### src/rtl/cpu_io_pkg.sv
// Shared types and constants for the CPU output serialiser.
// Defining CPU_TX_PARITY_EN adds an even-parity bit to every frame.
package cpu_io_pkg;

  localparam int DATA_BITS = 8;

`ifdef CPU_TX_PARITY_EN
  localparam int FRAME_BITS = 11;
  typedef enum logic [2:0] {IDLE, START, DATA, PARITY, STOP} tx_state_t;
`else
  localparam int FRAME_BITS = 10;
  typedef enum logic [1:0] {IDLE, START, DATA, STOP} tx_state_t;
`endif

  function automatic logic even_parity(input logic [DATA_BITS-1:0] d);
    return ^d;
  endfunction

endpackage

### src/rtl/sync_fifo.sv
// Single-clock FIFO with registered occupancy count; pushes when full
// and pops when empty are ignored.
module sync_fifo #(
  parameter int WIDTH = 8,
  parameter int DEPTH = 4,
  localparam int AW = $clog2(DEPTH)
) (
  input  logic             clk,
  input  logic             reset,
  input  logic             push,
  input  logic [WIDTH-1:0] push_data,
  input  logic             pop,
  output logic [WIDTH-1:0] pop_data,
  output logic             full,
  output logic             empty,
  output logic [AW:0]      count
);

  localparam logic [AW:0] FULL_CNT = (AW+1)'(DEPTH);

  logic [WIDTH-1:0] mem [DEPTH];
  logic [AW-1:0]    wr_ptr;
  logic [AW-1:0]    rd_ptr;
  logic             do_push;
  logic             do_pop;

  assign full     = (count == FULL_CNT);
  assign empty    = (count == '0);
  assign do_push  = push && !full;
  assign do_pop   = pop && !empty;
  assign pop_data = mem[rd_ptr];

  always_ff @(posedge clk or negedge reset) begin
    if (!reset) begin
      wr_ptr <= '0;
      rd_ptr <= '0;
      count  <= '0;
    end else begin
      if (do_push) wr_ptr <= wr_ptr + AW'(1);
      if (do_pop)  rd_ptr <= rd_ptr + AW'(1);
      case ({do_push, do_pop})
        2'b10:   count <= count + (AW+1)'(1);
        2'b01:   count <= count - (AW+1)'(1);
        default: count <= count;
      endcase
    end
  end

  // Storage carries no reset: contents are only observable once count > 0.
  always_ff @(posedge clk) begin
    if (do_push) mem[wr_ptr] <= push_data;
  end

endmodule

### src/rtl/cpu_out_tx.sv
// Buffers CPU output bytes and sends each as an 8N1 serial frame on tx.
// Defining CPU_TX_PARITY_EN inserts an even-parity bit before the stop bit.
module cpu_out_tx #(
  parameter int CLKS_PER_BIT = 4,
  parameter int FIFO_DEPTH   = 4
) (
  input  logic       clk,
  input  logic       reset,
  input  logic       out_valid,
  input  logic [7:0] out_data,
  output logic       out_ready,
  output logic       tx,
  output logic       tx_busy,
  output logic       overflow
);
  import cpu_io_pkg::*;

  localparam int          AW        = $clog2(FIFO_DEPTH);
  localparam logic [15:0] BAUD_LAST = 16'(CLKS_PER_BIT - 1);

  tx_state_t            state;
  logic [15:0]          baud;
  logic [2:0]           bit_idx;
  logic [DATA_BITS-1:0] shift;
  logic [DATA_BITS-1:0] head;
  logic                 full;
  logic                 empty;
  logic [AW:0]          count;
  logic                 push;
  logic                 pop;
  logic                 bit_end;
`ifdef CPU_TX_PARITY_EN
  logic                 par_bit;
`endif

  assign out_ready = !full;
  assign push      = out_valid && out_ready;
  assign bit_end   = (baud == BAUD_LAST);
  assign tx_busy   = (state != IDLE) || (count != '0);
  // Pop exactly where the FSM loads a new frame: from IDLE, or at the end of STOP.
  assign pop       = !empty && ((state == IDLE) || ((state == STOP) && bit_end));

  sync_fifo #(
    .WIDTH (DATA_BITS),
    .DEPTH (FIFO_DEPTH)
  ) u_fifo (
    .clk       (clk),
    .reset     (reset),
    .push      (push),
    .push_data (out_data),
    .pop       (pop),
    .pop_data  (head),
    .full      (full),
    .empty     (empty),
    .count     (count)
  );

  always_ff @(posedge clk or negedge reset) begin
    if (!reset) overflow <= 1'b0;
    else if (out_valid && !out_ready) overflow <= 1'b1;
  end

  // Datapath: load on pop, shift right at the end of every data bit.
  always_ff @(posedge clk) begin
    if (pop) begin
      shift <= head;
`ifdef CPU_TX_PARITY_EN
      par_bit <= even_parity(head);
`endif
    end else if ((state == DATA) && bit_end) begin
      shift <= shift >> 1;
    end
  end

  always_ff @(posedge clk or negedge reset) begin
    if (!reset) begin
      state   <= IDLE;
      baud    <= '0;
      bit_idx <= '0;
      tx      <= 1'b1;
    end else begin
      case (state)
        IDLE: begin
          tx <= 1'b1;
          if (!empty) begin
            baud  <= '0;
            state <= START;
            tx    <= 1'b0;
          end
        end
        START: begin
          if (bit_end) begin
            baud    <= '0;
            bit_idx <= '0;
            state   <= DATA;
            tx      <= shift[0];
          end else begin
            baud <= baud + 16'd1;
          end
        end
        DATA: begin
          if (bit_end) begin
            baud    <= '0;
            bit_idx <= bit_idx + 3'd1;
            if (bit_idx == 3'd7) begin
`ifdef CPU_TX_PARITY_EN
              state <= PARITY;
              tx    <= par_bit;
`else
              state <= STOP;
              tx    <= 1'b1;
`endif
            end else begin
              tx <= shift[1];
            end
          end else begin
            baud <= baud + 16'd1;
          end
        end
`ifdef CPU_TX_PARITY_EN
        PARITY: begin
          if (bit_end) begin
            baud  <= '0;
            state <= STOP;
            tx    <= 1'b1;
          end else begin
            baud <= baud + 16'd1;
          end
        end
`endif
        STOP: begin
          if (bit_end) begin
            baud <= '0;
            if (!empty) begin
              state <= START;
              tx    <= 1'b0;
            end else begin
              state <= IDLE;
              tx    <= 1'b1;
            end
          end else begin
            baud <= baud + 16'd1;
          end
        end
        default: begin
          state <= IDLE;
          tx    <= 1'b1;
        end
      endcase
    end
  end

endmodule

### config.mk
export PLATFORM = sky130hd
export DESIGN_NAME = cpu_out_tx
export DESIGN_NICKNAME = d
export VERILOG_FILES = /design/src/rtl/cpu_io_pkg.sv /design/src/rtl/sync_fifo.sv /design/src/rtl/cpu_out_tx.sv
export SDC_FILE = /design/constraint.sdc
export NUM_CORES = 1
export LEC_CHECK = 0
export CELL_PAD_IN_SITES_DETAIL_PLACEMENT = 1
export CELL_PAD_IN_SITES_GLOBAL_PLACEMENT = 2
export CORE_MARGIN = 10
export CORE_UTILIZATION = 39
export CTS_CLUSTER_SIZE = 24
export DETAILED_ROUTE_END_ITERATION = 7
export PLACE_DENSITY = 0.72
export RECOVER_POWER = 25
export SKIP_CTS_REPAIR_TIMING = 1
export SLEW_MARGIN = 25
export SYNTH_ARGS = -nofsm -noshare
export SYNTH_HDL_FRONTEND = slang
export SYNTH_SLANG_ARGS = --single-unit
export TNS_END_PERCENT = 100
### constraint.sdc
create_clock -name clk -period 2.45 [get_ports clk]
set_input_delay 0.6125 -clock clk [delete_from_list [all_inputs] [get_ports clk]]
set_output_delay 0.6125 -clock clk [all_outputs]
set_load 0.03 [all_outputs]
Word level (Yosys, flattened, before mapping)
Memories as Yosys holds them, arrays and structs flattened.
Cells that the tools add are included.
{ "totals": {"word_cells": 75, "memories": 1, "register_bits": 38, "ramBits": 32} }
{ "mem_list": {"columns": ["name", "words", "word_bits", "rd", "rd_clocked_by_memory_dff", "wr", "line_no", "text"], "rows": [
  ["u_fifo.mem", 4, 8, 1, 0, 1, "sync_fifo.sv:21", "logic [WIDTH-1:0] mem [DEPTH];"]
]} }
{ "op_classes": {"add_sub_neg": 6, "eq_ne": 13, "n_mux": 24, "reduce_logical": 22} }
{ "ops": {"columns": ["cell", "n"], "rows": [
  ["$mux 16", 2],
  ["$pmux 16 s2", 1],
  ["$add 16x1->16 const B", 1],
  ["$eq 16x2->1 const B", 1],
  ["$mux 8", 2],
  ["$pmux 3 s2", 2],
  ["$mux 2", 5],
  ["$mux 1", 8],
  ["$ne 2x2->1 const B", 4],
  ["$pmux 2 s4", 1],
  ["$reduce_bool 2->1", 4],
  ["$logic_and 1x1->1", 7],
  ["$add 3x1->3 const B", 2],
  ["$eq 2x2->1 const B", 3],
  ["$eq 3x3->1 const B", 2],
  ["$mux 3", 2],
  ["$reduce_and 3->1", 2],
  ["$reduce_and 5->1", 1],
  ["$add 2x1->2 const B", 2],
  ["$eq 2x1->1 const B", 2],
  ["$pmux 1 s4", 1],
  ["$logic_not 3->1", 1],
  ["$reduce_bool 3->1", 1],
  ["$reduce_or 3->1", 1],
  ["5 further kinds", 7]
]} }

Longest topological paths before layout
{ "logic_depth": {"ltp_word": 7, "ltp_mapped": 10} }

By module
A second synthesis with hierarchy kept.
{ "hier_totals": {"cells_unflattened": 268, "hier_area_um2": 3548.4} }
{ "by_module_without_submodules": {"columns": ["mod", "area_each_um2", "n_inst", "cells_per_inst", "seq_area_each_um2"], "rows": [
  ["cpu_out_tx", 1955.6, 1, 189, 817.0],
  ["sync_fifo", 1592.8, 1, 79, 1136.1]
]} }

Least setup slack after synthesis
No wires, ideal clock.
{ "synth_timing": {"path_type": "flip-flop to flip-flop", "from": "reg baud[0]", "to": "reg u_fifo.count[1]", "path_slack_ns": 0.015, "path_stages_with_launch": 9, "synth_period_minus_slack_ns": 2.435, "n_path_buf": 1, "setup_time_ns": 0.125, "t_arrival_ns": 2.311, "path_cell_list": "dfrtp_1 ha_1 nor4b_4 a41oi_4 nor3_4 buf_6 ha_1 fa_1 mux2_2"} }
{ "synth_between": {"elab_chain_cells": 7} }
{ "synth_lines": {"columns": ["element", "line_no", "text"], "rows": [
  ["start: declaration", "cpu_out_tx.sv:22", "logic [15:0] baud;"],
  ["start signal: assignment", "cpu_out_tx.sv:98", "baud <= baud + 16'd1;"],
  ["start signal: assignment", "cpu_out_tx.sv:117", "baud <= baud + 16'd1;"],
  ["start signal: assignment", "cpu_out_tx.sv:142", "baud <= baud + 16'd1;"],
  ["$eq 16x2->1 (*)", "cpu_out_tx.sv:38", "assign bit_end = (baud == BAUD_LAST);"],
  ["$logic_and 1x1->1 (*)", "cpu_out_tx.sv:41", "assign pop = !empty && ((state == IDLE) || ((state == STOP) && bit_end));"],
  ["$logic_or 1x1->1 (*)", "cpu_out_tx.sv:41", null],
  ["$logic_and 1x1->1 (*)", "cpu_out_tx.sv:41", null],
  ["$logic_and 1x1->1 (*)", "sync_fifo.sv:30", "assign do_pop = pop && !empty;"],
  ["via u_fifo.do_pop", "sync_fifo.sv:25", "logic do_pop;"],
  ["$eq 2x1->1 / $eq 2x2->1 (equally long branches)", "sync_fifo.sv:41", "case ({do_push, do_pop})"],
  ["$pmux 3 s2 / $reduce_bool 2->1 (equally long branches)", null, null],
  ["end signal: assignment", "sync_fifo.sv:42", "2'b10: count <= count + (AW+1)'(1);"],
  ["end signal: assignment", "sync_fifo.sv:43", "2'b01: count <= count - (AW+1)'(1);"],
  ["end signal: assignment", "sync_fifo.sv:44", "default: count <= count;"],
  ["end: declaration", "sync_fifo.sv:16", "output logic [AW:0] count"]
]} }
Mark *: on every way through the listed nets, which the timed path passes. The rest lies on a longest branch.
A chain may end at the register's enable or synchronous reset.

Final worst setup path
{ "layout_timing": {"from": "reg baud[0]", "to": "reg u_fifo.count[1]"} }
{ "layout_between": {"elab_chain_cells": 7} }
{ "layout_lines": {"columns": ["element", "line_no"], "rows": [
  ["$eq 16x2->1 (*)", "cpu_out_tx.sv:38"],
  ["$logic_and 1x1->1 (*)", "cpu_out_tx.sv:41"],
  ["$logic_or 1x1->1 (*)", "cpu_out_tx.sv:41"],
  ["$logic_and 1x1->1 (*)", "cpu_out_tx.sv:41"],
  ["$logic_and 1x1->1 (*)", "sync_fifo.sv:30"],
  ["$eq 2x1->1 / $eq 2x2->1 (equally long branches)", "sync_fifo.sv:41"],
  ["$pmux 3 s2 / $reduce_bool 2->1 (equally long branches)", null]
]} }
Every way passes the cells marked *; elsewhere a longest branch is shown, timed or not.

==> impl_metrics.tcl <==
set metrics [dict create \
    area_growth_pct 16.8 \
    cp.arrival_ps 2520 \
    internal_power_mw 2.83 \
    finalCriticalPeriod_ps 2300 \
    fin_crit_sh 0.937 \
    drive_above_1_share 0.225 \
    power.leakage_nw 1.54 \
    skew_ps 12.6 \
    diodes 0 \
    p_comb_frac 0.403 \
    worstMarginPinSlew_ps 796 \
    p_seq_frac 0.416 \
    die_w_um 113 \
    core_region_area_um2 8340 \
    ys_ff_latch 70 \
    ios 15 \
    antenna_found_initial 0 \
    synth_cells 240 \
    hp-class "register to register" \
    wl_per_cell_um 18.7 \
    first_pass_iters 4 \
    routabilityCongestion 0.773 \
    slew_headroom 0.470 \
    die_area_um2 12800 \
    hold-worst-slack_ps 501 \
    setup_violations 0 \
    final_common_cell "edfxtp_1" \
    syn_area_um2 3380 \
    fin_nets 304 \
    slew_viol_final 0 \
    dp_slack_ps 114 \
    hpwl_um 5260 \
    ys_seq_area_frac 0.578 \
    synth_nets 265 \
    clk_latency_ps 340 \
    clkTransAtPathRegs_ps 70 \
    synth_edf_count 40 \
    critPathCaptureType "register" \
    routed_wl_um 7290 \
    async_flop_share 0.429 \
    die_height_um 113 \
    clockRootBuffer "clkbuf_8" \
    cp-start-kind "register" \
    p_sw_frac 0.360 \
    yosysTopAreaCellShare 0.355 \
    cts.path.max_buffers 2 \
    grt_max_degree 31 \
    dpl.cell_count 373 \
    grt_pass1_wl_um 12300 \
    grt_overflow 0 \
    clockPowerShare 0.181 \
    clock-sinks 70 \
    numCtsBuffers 9 \
    synth_largest_area_cell "edfxtp_1" \
    fin_ws_ps 153 \
    ant_nets 0 \
    path_class "register to register" \
    hold_viol_final 0 \
    htreeDepth 3 \
    yosysWarningCount 0 \
    rsz0062_at_grt "false" \
    drc 0 \
    rows 33 \
    final_util 0.473 \
    avgViaCountPerCell 5.43 \
    avgSynthCellArea_um2 14.1 \
    drt_iter0_markers 91 \
    post_layout_nonfiller_instances 389 \
    final_cell_mix "edfxtp_1, dfrtp_1, buf_4" \
    port_buffers 14 \
    vias 2112 \
    outcome "finished clean" \
    ys_types 57 \
    p_per_area_nw_per_um2 1120 \
    ir_drop_mv 0.580 \
    grt_pass1_vias 2304 \
    cts_tree "built" \
    power_switching_mw 1.59 \
    crit_fanout 5 \
    nFillCells 881 \
    worstPathRequired_ps 2680 \
    drv_cap 0 \
    synth.area.top_cells "edfxtp_1, dfrtp_1, mux4_2" \
    fmax_mhz 435 \
    synth_ff_type "edfxtp_1" \
    grtUsageTotal 0.120 \
    start_util 0.405 \
]
-- metal layers --
metal / GRT usage / vias up / share of wire
met5: 0 / - / 0
met4: 0.0415 / 0 / 0.013
met3: 0.0291 / 10 / 0.030
met2: 0.179 / 27 / 0.45
met1: 0.166 / 1066 / 0.50
li1: - / 1009 / -
-- synthesized netlist by cell type (2+ instances only) --
cell and n:
a21o_1 2, a21oi_1 3, a22o_1 2, a31oi_1 11
and2_1 3, and3_1 6, and4_1 2, buf_2 3
clkbuf_1 2, dfrtp_1 29, edfxtp_1 40, ha_1 13
inv_1 9, mux2_2 4, mux2_4 6, mux2i_1 3
mux4_2 8, nand2_1 10, nand2b_1 2, nand3_1 6
nand3b_1 2, nand4_1 5, nor2_1 12, nor3_1 5
nor4_1 2, nor4_4 2, nor4b_1 2, o211ai_1 3
o21ai_0 8, o2bb2ai_1 3, xnor2_1 3, xor2_1 4
-- sequential cells by signal (all words and copies together), names as in the netlist, 2 cells and up --
name           cells
state              2
u_fifo.rd_ptr      2
bit_idx            3
u_fifo.count       3
baud              16
u_fifo.wr_ptr      2
shift              8
u_fifo.mem        32
-- power by group through the flow --
stage / combinational, mW / clock [mW] / sequential (mW)
after floorplan: 1.29 / 0 / 1.81
after global placement: 1.76 / 0 / 1.86
after detailed placement: 1.80 / 0 / 1.87
after CTS: 1.81 / 0.826 / 1.85
after global routing: 1.99 / 0.875 / 1.89
final: 1.78 / 0.801 / 1.84
-- through the flow --
stage	TNS [ps]	power [mW]	area [um^2]
2_1_floorplan	0	3.10	3380
5_1_grt	0	4.76	3950
6_report	0	4.42	3950
4_1_cts	-250	4.49	3940
3_3_place_gp	0	3.62	3780
3_5_place_dp	0	3.67	3780
-- area by class of cell --
type	instances	area (um^2)	share of cell area
inverters	10	37.5	0.00951
clock inverters	6	38.8	0.00983
repair buffers	36	308	0.0780
flip-flops and latches	70	1950	0.495
multi-input cells	152	1350	0.342
well taps	105	131	0.0333
clock buffers	10	128	0.0323
-- final timing paths --
path,slack [ps],end,start,depth (start not counted)
max,150,u_fifo.count[1],baud[0],7
min,500,overflow,overflow,1
max reg2reg,150,u_fifo.count[1],baud[0],7
min reg2reg,500,overflow,overflow,1
max in group asynchronous,1060,baud[3],reset,2
min in group asynchronous,870,bit_idx[2],reset,2
-- cells by family (layout without fill, tap and decap cells) --
family / after synthesis / count (layout) / synth area share
buffers and inverters: 18 / 62 / 0.0244
flip-flops: 70 / 70 / 0.578
multiplexers: 22 / 22 / 0.106
adder cells (fa/ha/maj): 14 / 14 / 0.0541
XOR/XNOR: 7 / 7 / 0.0181
AO/OA/AOI/OAI: 44 / 44 / 0.0989
AND/OR/NAND/NOR: 65 / 65 / 0.121
-- critical path: stages (launching register included) --
cell and delay (ps):
dfrtp_1 400, ha_1 200, nor4b_4 260, a41oi_4 170
nor3_4 240, ha_1 230, fa_1 410, mux2_2 270
(Power assumes the default switching activity.)
